`config.mk`:
```
export PLATFORM = sky130hd
export DESIGN_NAME = rtc_alarm_bank
export DESIGN_NICKNAME = d
export VERILOG_FILES = /design/src/rtl/rtc_alm_pkg.sv /design/src/rtl/rtc_alm_chan.sv /design/src/rtl/rtc_alarm_bank.sv
export SDC_FILE = /design/constraint.sdc
export NUM_CORES = 1
export LEC_CHECK = 0
export ABC_AREA = 1
export CAP_MARGIN = 20
export CORE_UTILIZATION = 30
export CTS_CLUSTER_DIAMETER = 30
export DETAILED_ROUTE_END_ITERATION = 10
export DONT_BUFFER_PORTS = 1
export PLACE_DENSITY = 0.44
export SKIP_CTS_REPAIR_TIMING = 1
export SYNTH_ARGS = -nofsm -noshare
export SYNTH_HDL_FRONTEND = slang
export SYNTH_SLANG_ARGS = --single-unit
```
`constraint.sdc`:
```
create_clock -name rtc_clk -period 2.2 [get_ports rtc_clk]
set_input_delay 0.55 -clock rtc_clk [delete_from_list [all_inputs] [get_ports rtc_clk]]
set_output_delay 0.55 -clock rtc_clk [all_outputs]
set_load 0.005 [all_outputs]
```
`src/rtl/rtc_alm_pkg.sv`:
```
// Shared definitions for the RTC alarm bank: register map, CTRL layout, modes, time layout.
// RTC_ALM_COUNTDOWN_EN widens the writable CTRL bits to include the countdown reload field.
package rtc_alm_pkg;

    localparam logic [4:0] ADDR_INTR_EN  = 5'h10;
    localparam logic [4:0] ADDR_INTR_STS = 5'h11;

    localparam int unsigned CTRL_EN         = 0;
    localparam int unsigned CTRL_MODE_LSB   = 1;
    localparam int unsigned CTRL_MASK_LSB   = 4;
    localparam int unsigned CTRL_DY         = 8;
    localparam int unsigned CTRL_RELOAD_LSB = 16;

    localparam int unsigned MASK_SEC  = 0;
    localparam int unsigned MASK_MIN  = 1;
    localparam int unsigned MASK_HOUR = 2;
    localparam int unsigned MASK_DAY  = 3;

`ifdef RTC_ALM_COUNTDOWN_EN
    localparam logic [31:0] CTRL_WMASK = 32'hFFFF_01F7;
`else
    localparam logic [31:0] CTRL_WMASK = 32'h0000_01F7;
`endif

    typedef enum logic [1:0] {
        MODE_ONESHOT   = 2'd0,
        MODE_REPEAT    = 2'd1,
        MODE_COUNTDOWN = 2'd2,
        MODE_RSVD      = 2'd3
    } alm_mode_e;

    typedef struct packed {
        logic [4:0] pad3;
        logic [2:0] dow;
        logic [1:0] pad2;
        logic [1:0] th;
        logic [3:0] h;
        logic       pad1;
        logic [2:0] tm;
        logic [3:0] m;
        logic       pad0;
        logic [2:0] ts;
        logic [3:0] s;
    } rtc_time_t;

    function automatic logic [31:0] be_merge(input logic [31:0] old_val,
                                             input logic [31:0] new_val,
                                             input logic [3:0]  be);
        logic [31:0] res;
        for (int unsigned b = 0; b < 4; b++)
            res[8*b +: 8] = be[b] ? new_val[8*b +: 8] : old_val[8*b +: 8];
        return res;
    endfunction

endpackage

```
`src/rtl/rtc_alm_chan.sv`:
```
// One alarm channel: TIME/CTRL registers, field compare, mode handling and countdown.
// The countdown counter exists only when RTC_ALM_COUNTDOWN_EN is defined.
module rtc_alm_chan
    import rtc_alm_pkg::*;
(
    input  logic        rtc_clk,
    input  logic        rst,
    input  logic        chk,
    input  logic [31:0] cur_time,
    input  logic [7:0]  cur_date,
    input  logic        time_we,
    input  logic        ctrl_we,
    input  logic [31:0] wdata,
    input  logic [3:0]  be,
    output logic [31:0] time_q,
    output logic [31:0] ctrl_q,
    output logic        fire
);

    logic [31:0] time_r;
    logic [31:0] ctrl_r;
    logic [31:0] ctrl_nxt;
    rtc_time_t   now;
    rtc_time_t   alm;
    alm_mode_e   mode;
    logic        en;
    logic [3:0]  mask;
    logic        sec_ok, min_ok, hour_ok, day_ok;

    assign time_q   = time_r;
    assign ctrl_q   = ctrl_r;
    assign ctrl_nxt = be_merge(ctrl_r, wdata, be) & CTRL_WMASK;
    assign en       = ctrl_r[CTRL_EN];
    assign mode     = alm_mode_e'(ctrl_r[CTRL_MODE_LSB +: 2]);
    assign mask     = ctrl_r[CTRL_MASK_LSB +: 4];

    // Pad bits are included in the byte compares; they are zero in a well-formed time word.
    always_comb begin
        now     = rtc_time_t'(cur_time);
        alm     = rtc_time_t'(time_r);
        sec_ok  = mask[MASK_SEC]  | ({alm.pad0, alm.ts, alm.s} == {now.pad0, now.ts, now.s});
        min_ok  = mask[MASK_MIN]  | ({alm.pad1, alm.tm, alm.m} == {now.pad1, now.tm, now.m});
        hour_ok = mask[MASK_HOUR] | ({alm.pad2, alm.th, alm.h} == {now.pad2, now.th, now.h});
        if (ctrl_r[CTRL_DY])
            day_ok = mask[MASK_DAY] | ({now.pad3, now.dow} == {5'b0, alm.dow});
        else
            day_ok = mask[MASK_DAY] | ({alm.pad3, alm.dow} == cur_date);
    end

`ifdef RTC_ALM_COUNTDOWN_EN
    logic [15:0] cnt;
    logic        cd_tick;

    assign cd_tick = chk && en && (mode == MODE_COUNTDOWN) && (cnt != 16'd0);

    // A CTRL write outranks the hardware decrement/reload in the same cycle.
    always_ff @(posedge rtc_clk) begin
        if (rst)
            cnt <= '0;
        else if (ctrl_we) begin
            if (ctrl_nxt[CTRL_EN])
                cnt <= ctrl_nxt[CTRL_RELOAD_LSB +: 16];
        end else if (cd_tick)
            cnt <= (cnt == 16'd1) ? ctrl_r[CTRL_RELOAD_LSB +: 16] : cnt - 16'd1;
    end
`endif

    always_comb begin
        fire = 1'b0;
        case (mode)
            MODE_ONESHOT, MODE_REPEAT:
                fire = chk && en && sec_ok && min_ok && hour_ok && day_ok;
`ifdef RTC_ALM_COUNTDOWN_EN
            MODE_COUNTDOWN:
                fire = cd_tick && (cnt == 16'd1);
`endif
            default:
                fire = 1'b0;
        endcase
    end

    always_ff @(posedge rtc_clk) begin
        if (rst) begin
            time_r <= '0;
            ctrl_r <= '0;
        end else begin
            if (time_we)
                time_r <= be_merge(time_r, wdata, be);
            if (ctrl_we)
                ctrl_r <= ctrl_nxt;
            else if (fire && mode == MODE_ONESHOT)
                ctrl_r[CTRL_EN] <= 1'b0;
        end
    end

endmodule

```
`src/rtl/rtc_alarm_bank.sv`:
```
// RTC alarm bank: register decode, NUM_ALM alarm channels, sticky status and interrupt.
// Define RTC_ALM_COUNTDOWN_EN to enable the per-channel countdown mode.
module rtc_alarm_bank
    import rtc_alm_pkg::*;
#(
    parameter int unsigned NUM_ALM = 4
) (
    input  logic               rtc_clk,
    input  logic               rst,
    input  logic               reg_cs,
    input  logic               reg_wr,
    input  logic [4:0]         reg_addr,
    input  logic [31:0]        reg_wdata,
    input  logic [3:0]         reg_be,
    output logic [31:0]        reg_rdata,
    output logic               reg_ack,
    input  logic               inc_time_s,
    input  logic [31:0]        cur_time,
    input  logic [7:0]         cur_date,
    output logic               alm_intr,
    output logic [NUM_ALM-1:0] alm_hit
);

    logic               chk;
    logic               access;
    logic               wr_commit;
    logic               en_wr;
    logic               sts_wr;
    logic [NUM_ALM-1:0] intr_en;
    logic [NUM_ALM-1:0] intr_en_nxt;
    logic [NUM_ALM-1:0] sts;
    logic [NUM_ALM-1:0] sts_nxt;
    logic [NUM_ALM-1:0] w1c;
    logic [NUM_ALM-1:0] fire;
    logic [NUM_ALM-1:0] time_we;
    logic [NUM_ALM-1:0] ctrl_we;
    logic [31:0]        time_q [NUM_ALM];
    logic [31:0]        ctrl_q [NUM_ALM];
    logic [31:0]        rd_val;

    assign access    = reg_cs && !reg_ack;
    assign wr_commit = access && reg_wr;
    assign en_wr     = wr_commit && (reg_addr == ADDR_INTR_EN);
    assign sts_wr    = wr_commit && (reg_addr == ADDR_INTR_STS);

    for (genvar g = 0; g < NUM_ALM; g++) begin : g_chan
        assign time_we[g] = wr_commit && (reg_addr == 5'(2*g));
        assign ctrl_we[g] = wr_commit && (reg_addr == 5'(2*g + 1));

        rtc_alm_chan u_chan (
            .rtc_clk  (rtc_clk),
            .rst      (rst),
            .chk      (chk),
            .cur_time (cur_time),
            .cur_date (cur_date),
            .time_we  (time_we[g]),
            .ctrl_we  (ctrl_we[g]),
            .wdata    (reg_wdata),
            .be       (reg_be),
            .time_q   (time_q[g]),
            .ctrl_q   (ctrl_q[g]),
            .fire     (fire[g])
        );
    end

    // Hardware set is OR-ed in after the W1C mask so a coincident fire wins.
    always_comb begin
        intr_en_nxt = (en_wr && reg_be[0]) ? reg_wdata[NUM_ALM-1:0] : intr_en;
        w1c         = (sts_wr && reg_be[0]) ? reg_wdata[NUM_ALM-1:0] : '0;
        sts_nxt     = (sts & ~w1c) | fire;
    end

    always_comb begin
        rd_val = '0;
        for (int unsigned i = 0; i < NUM_ALM; i++) begin
            if (reg_addr == 5'(2*i))
                rd_val = time_q[i];
            if (reg_addr == 5'(2*i + 1))
                rd_val = ctrl_q[i];
        end
        if (reg_addr == ADDR_INTR_EN)
            rd_val = 32'(intr_en);
        if (reg_addr == ADDR_INTR_STS)
            rd_val = 32'(sts);
    end

    always_ff @(posedge rtc_clk) begin
        if (rst) begin
            chk       <= 1'b0;
            reg_ack   <= 1'b0;
            reg_rdata <= '0;
            intr_en   <= '0;
            sts       <= '0;
            alm_hit   <= '0;
            alm_intr  <= 1'b0;
        end else begin
            chk       <= inc_time_s;
            reg_ack   <= access;
            reg_rdata <= access ? rd_val : '0;
            intr_en   <= intr_en_nxt;
            sts       <= sts_nxt;
            alm_hit   <= fire;
            alm_intr  <= |(sts_nxt & intr_en_nxt);
        end
    end

endmodule

```
Yosys cells after proc, flatten, opt, wreduce, memory -nomap -nowiden
Cells that the tools add are included.
W data, S select, Z words.

storage, ports and cells
  register bits after elaboration = 207
  input bits = 86
  output and inout bits = 38
  logic and storage cells = 213

operators by class
  eq/ne operators = 37
  mux-type cells = 32
  bitwise gates (word level) = 25
  reduce and logical (&&, ||, !) cells = 83

operators with widths
  operator              count
  $mux W32              8
  $eq A8 B8 Y1          16
  $reduce_and A2 Y1     28
  $logic_and A1 B1 Y1   38
  $eq A8 B3 Y1          4
  $eq A5 B3 Y1 const B  4
  $mux W1               20
  $or A1 B1 Y1          20
  $mux W4               4
  $eq A5 B2 Y1 const B  2
  $eq A5 B5 Y1 const B  2
  $reduce_or A2 Y1      5
  $and A4 B4 Y4         2
  $eq A2 B1 Y1 const B  4
  $logic_not A2 Y1      4
  $ne A2 B2 Y1 const B  4
  $reduce_bool A2 Y1    4
  $reduce_or A4 Y1      2
  $eq A5 B1 Y1 const B  1
  $logic_not A5 Y1      1
  $not A4 Y4            1
  $or A4 B4 Y4          1
  $logic_not A1 Y1      1
  $not A1 Y1            1

Depth between registers and ports, before layout
  depth in word-level cells = 11
  depth in mapped cells = 16
  mapped depth without buffers = 15

Cells and area by module
From an unflattened synthesis, not the netlist that was laid out.

second synthesis, totals
  cell total of the unflattened synthesis = 1942
  area total of the unflattened synthesis = 12346.8 um^2

modules (own cells, without submodules)
  module          instances  cells an instance  area an instance (um^2)  seq. area each (um^2)
  rtc_alm_chan    4          316                2159.6                   800.8
  rtc_alarm_bank  1          678                3708.6                   940.9

Worst setup path after synthesis
Ideal clock, no wire load.

  kind = input port to flip-flop
  start = in reg_cs
  end = reg alm_intr
  library setup time = 0.128 ns
  data arrival time = 1.674 ns
  required time = 2.072 ns
  setup slack = 0.398 ns
  stages = 13
  buffers on the path = 0
  path through = inv_1 nor2_1 nand2_2 inv_2 nand2_4 nor2_8 nor2_1 a21oi_1 inv_1 nand2_1 nand2_1 nor2_1 nor2_1

on the way
  word-level cells in the longest chain between the ends = 10
  elaborated cells on any way between the ends = 13

RTL lines
  item                     line                   source
  start, declared          rtc_alarm_bank.sv:10   input logic reg_cs,
  $logic_and A1 B1 Y1 (*)  rtc_alarm_bank.sv:41   assign access = reg_cs && !reg_ack;
  $logic_and A1 B1 Y1 (*)  rtc_alarm_bank.sv:42   assign wr_commit = access && reg_wr;
  $logic_and A1 B1 Y1      rtc_alarm_bank.sv:44   assign sts_wr = wr_commit && (reg_addr == ADDR_INTR_STS);
  $logic_and A1 B1 Y1      rtc_alarm_bank.sv:69   w1c = (sts_wr && reg_be[0]) ? reg_wdata[NUM_ALM-1:0] : '0;
  $mux W4                  rtc_alarm_bank.sv:69
  $not A4 Y4               rtc_alarm_bank.sv:70   sts_nxt = (sts & ~w1c) | fire;
  $and A4 B4 Y4            rtc_alarm_bank.sv:70
  $or A4 B4 Y4             rtc_alarm_bank.sv:70
  $and A4 B4 Y4 (*)        rtc_alarm_bank.sv:103  alm_intr <= |(sts_nxt & intr_en_nxt);
  $reduce_or A4 Y1 (*)     rtc_alarm_bank.sv:103
  end signal, assigned     rtc_alarm_bank.sv:103
  end, declared            rtc_alarm_bank.sv:20   output logic alm_intr,

Mark *: on every way between the ends. The rest lies on a longest branch, timed or not.
A chain may end at the register's enable or synchronous reset.

Worst setup path in the final report
  start = reg reg_ack
  end = reg g_chan[2].u_chan.time_r[18]

on the way
  word-level cells in the longest chain between the ends = 5

RTL lines
  item                                line                  source
  start, declared                     rtc_alarm_bank.sv:16  output logic reg_ack,
  start signal, assigned              rtc_alarm_bank.sv:98  reg_ack <= access;
  $logic_not A1 Y1                    rtc_alarm_bank.sv:41
  $logic_and A1 B1 Y1                 rtc_alarm_bank.sv:41
  $logic_and A1 B1 Y1                 rtc_alarm_bank.sv:42
  $logic_and A1 B1 Y1                 rtc_alarm_bank.sv:47  assign time_we[g] = wr_commit && (reg_addr == 5'(2*g));
  $reduce_and A2 Y1 (no source line)  --
  end signal, assigned                rtc_alm_chan.sv:88    time_r <= be_merge(time_r, wdata, be);
  end, declared                       rtc_alm_chan.sv:20    logic [31:0] time_r;

No other way between the ends.

==> results.md <==
| Group | Metric | Reported |
|:---|:---|:---|
| route | Routed wire length | 36.8 mm |
| clocking | CTS buffer count | 61 |
| clocking | Number of sinks driven by the clock tree | 207 |
| critical path | Data required time of the worst path | 2.67 ns |
| timing | RSZ-0062 raised after global routing | false |
| power and ir drop | Maximum VDD drop | 0.583 mV |
| clocking | Clock tree buffer depth | 3 |
| timing | Final number of hold-violating endpoints | 0 |
| critical path | WS Path Type | flop to flop |
| global route | Initial antenna violation count | 0 |
| synthesis | Yosys reg bits | 207 |
| worst hold path | Class of the tightest hold or removal check | primary input to flop |
| timing | Fin. max-slew vios | 0 |
| floorplan | IO Pins | 124 |
| floorplan | Chip width | 187 um |
| route | # DRC | 0 |
| timing | Final worst path period need | 1.82 ns |
| critical path | Slowest stage cell on the critical path | dfxtp_1 |
| final layout | Most frequent cells in the layout | 280 x nand2_1, 207 x dfxtp_1, 192 x nor2_1 |
| final layout | Antenna diodes | 0 |
| global route | GR Overflow Total | 0 |
| route | DR vias | 9590 |
| critical path | Series of cell instances along the critical path | nor2_1 -> nand2_2 -> buf_4 -> nor2_8 -> nand2_1 -> o21ai_0 -> a21oi_1 |
| power and ir drop | Pwr dens | 1020 mW/mm^2 |
| timing | Total Negative Setup Slacks | 0 ns |
| synthesis | Syn_nets | 1543 |
| critical path | FF-to-FF path depth | 7 |
| critical path | Category of the worst setup path launch point | flop |
| place | Buffers added on ports | 0 |
| global route | Vias in the first global route | 9519 |
| route | Final routed wire length divided by cell count | 18.5 um |
| floorplan | Initial core utilization | 30.5% |
| power and ir drop | Leakage component of the power | 5.24 nW |
| timing | Maximum frequency from static timing analysis | 550 MHz |
| power and ir drop | PnR Total Power | 0.0133 W |
| floorplan | Area of the die | 0.0348 mm^2 |
| final layout | Area of the multi-input gates | 0.00522 mm^2 |
| critical path | Critical path peak fanout | 12 |
| run status | Result of the run | completed |
| synthesis | Share of synthesized area occupied by flip-flops and latches | 40.5% |
| synthesis | Synthesized instance count | 1457 |
| floorplan | Area of the core | 0.0335 mm^2 |
| timing | Transition at the pin with the smallest max-transition slack | 0.555 ns |
| global route | Pin count of the biggest net entering global routing | 48 |
| place | Detailed-placement wirelength estimate | 26.3 mm |
| synthesis | Syn avg cell area | 7.02 um^2 |
| clocking | Clock transition at the registers of the reported paths | 0.04 ns |
| clocking | Clock insertion delay at the later pin of the skew report | 0.61 ns |
| critical path | Critical Path Sink Type | flop |
| route | Via/cell ratio | 4.82 |
| floorplan | Height of the die | 187 um |
| timing | Worst relative slew slack | 62.9% |
| final layout | Filler cells | 3624 |
| final layout | Final-stage net count | 1579 |
| clocking | CTS tree | yes |
| final layout | Leading cell type in the layout, fill and taps excluded | nand2_1 |
| critical path | Data arrival time of the critical path | 2.29 ns |
| floorplan | Standard-cell rows | 67 |
| synthesis | Number of warnings printed during yosys synthesis | 0 |
| critical path | Maximum cell stage delay along the critical path | 0.33 ns |
| timing | Setup Viol. Count Final | 0 |
| final layout | Sequential cell area in the final layout | 0.00414 mm^2 |
| route | Number of detailed-route iterations in the first pass | 5 |
| place | GP Congestion | 0.840 |
| clocking | Clock root cell | clkbuf_16 |
| worst hold path | Worst Hold Path Cells | 1 |
| route | ANT nets after route | 0 |
| route | DRC marker count from the first detailed-route iteration | 563 |
| global route | Total routing resource utilization after global routing | 21.1% |
| synthesis | Mapped Area | 0.0102 mm^2 |
| global route | Wire length of the first global-routing pass | 56.5 mm |
| clocking | # H-tree levels | 2 |
| timing | Worst setup skew after layout | 0.0216 ns |
| synthesis | Unique cell type count in the Yosys netlist | 40 |
| run | Count of maximum capacitance violations | 0 |
| final layout | Post-synthesis to final-layout area growth | 27.3% |
| final layout | Fraction of layout instances using a drive strength above 1 | 11.5% |
| timing | Final cycle utilization of the critical path | 82.6% |
-- synth_stat cells --
cell / instances / area (um^2)
a211oi_1: 1 / 7.51
a21oi_1: 166 / 831
a221oi_1: 27 / 236
a22o_1: 1 / 8.76
a31oi_1: 1 / 6.26
a41oi_1: 1 / 8.76
buf_1: 2 / 7.51
buf_2: 24 / 120
buf_4: 2 / 15.0
clkbuf_1: 32 / 120
clkinv_1: 2 / 7.51
dfxtp_1: 207 / 4140
inv_1: 147 / 552
inv_2: 10 / 37.5
inv_4: 1 / 6.26
nand2_1: 280 / 1050
nand2_2: 4 / 25.0
nand2_4: 2 / 22.5
nand3_1: 53 / 265
nand3_2: 2 / 20.0
nand4_1: 3 / 18.8
nor2_1: 193 / 724
nor2_2: 5 / 31.3
nor2_4: 6 / 67.6
nor2_8: 3 / 60.1
nor3_1: 2 / 10.0
nor3_2: 1 / 10.0
nor3b_1: 2 / 15.0
nor4_1: 1 / 6.26
nor4_4: 1 / 21.3
o2111ai_1: 2 / 17.5
o21ai_0: 146 / 731
o21ai_1: 6 / 30.0
o221ai_1: 1 / 8.76
o22ai_1: 26 / 163
o31ai_1: 2 / 15.0
or2_0: 1 / 6.26
or2_2: 1 / 6.26
xnor2_1: 35 / 307
xor2_1: 55 / 482
-- kinds of logic after synthesis --
| logic type | count (synthesis) | synth area share [%] |
|---|---|---|
| buffers and inverters | 220 | 8.47 |
| DFF | 207 | 40.5 |
| xor gates and xnor gates | 90 | 7.71 |
| and+or+nand+nor | 560 | 23.1 |
| AOI/OAI and AO/OA | 380 | 20.2 |
-- critical path, delay by kind of cell (launching register included) --
family          cells  cell delay [ns]
compound gates      2             0.31
flops               1             0.33
simple gates        4             0.82
buf+inv             1             0.22
-- registers in the layout, summed over array words and instances (netlist names) --
| signal | flops |
|---|---|
| alm_hit | 4 |
| alm_intr | 1 |
| chk | 1 |
| g_chan.u_chan.ctrl_q | 32 |
| g_chan.u_chan.time_q | 128 |
| intr_en | 4 |
| reg_ack | 1 |
| reg_rdata | 32 |
| sts | 4 |
-- final timing paths --
path / from / end / slack [ns]
setup / recovery: reg_ack$_SDFF_PP0_ / g_chan[2].u_chan.time_q[18]$_SDFFE_PP0P_ / 0.38
hold / removal: rst / reg_ack$_SDFF_PP0_ / 0.05
setup reg to reg: reg_ack$_SDFF_PP0_ / g_chan[2].u_chan.time_q[18]$_SDFFE_PP0P_ / 0.38
hold reg to reg: sts[2]$_SDFF_PP0_ / reg_rdata[2]$_SDFF_PP0_ / 0.46
-- where the power goes --
part / internal, W / total [W] / switching (W)
Sequential: 0.00378 / 0.00379 / 0.00000987
Combinational: 0.000151 / 0.000411 / 0.000261
Clock: 0.00654 / 0.00913 / 0.00259
-- metal layers --
| layer | wire length, um | up-vias | part of all wire [%] | global-route usage [%] |
|---|---|---|---|---|
| met2 | 17000 | 273 | 46 | 34.2 |
| met1 | 16600 | 4399 | 45 | 27.1 |
| met3 | 2320 | 68 | 6.3 | 4.83 |
| met4 | 932 | 0 | 2.5 | 8.01 |
| met5 | 0 | - | 0 | 0 |
| li1 | - | 4850 | - | - |
-- layout make-up --
cell class	instances	share of cell area [%]
repair buffers	33	2.58
multi-input cells	1030	40.1
flip-flops and latches	207	31.9
well taps	448	4.31
inverters	160	4.64
clock inverters	38	3.81
clock buffers	74	12.7
-- per-stage QoR --
| stage | utilization, % | cell area [um^2] | setup slack [ns] | std cells | hold slack, ns |
|---|---|---|---|---|---|
| after detailed placement | 32.4 | 10900 | 0.0655 | 1878 | 0.453 |
| after global placement | 32.4 | 10900 | 0.109 | 1878 | 0.448 |
| after floorplan | - | 10200 | 0.398 | 1457 | 0.419 |
| after global routing | 38.8 | 13000 | 0.211 | 1990 | 0.0200 |
| after CTS | 38.8 | 13000 | 0.372 | 1990 | 0.00545 |
| final | 38.8 | 13000 | 0.382 | 1990 | 0.0455 |
Note: power is estimated with default switching activity, not from simulation.
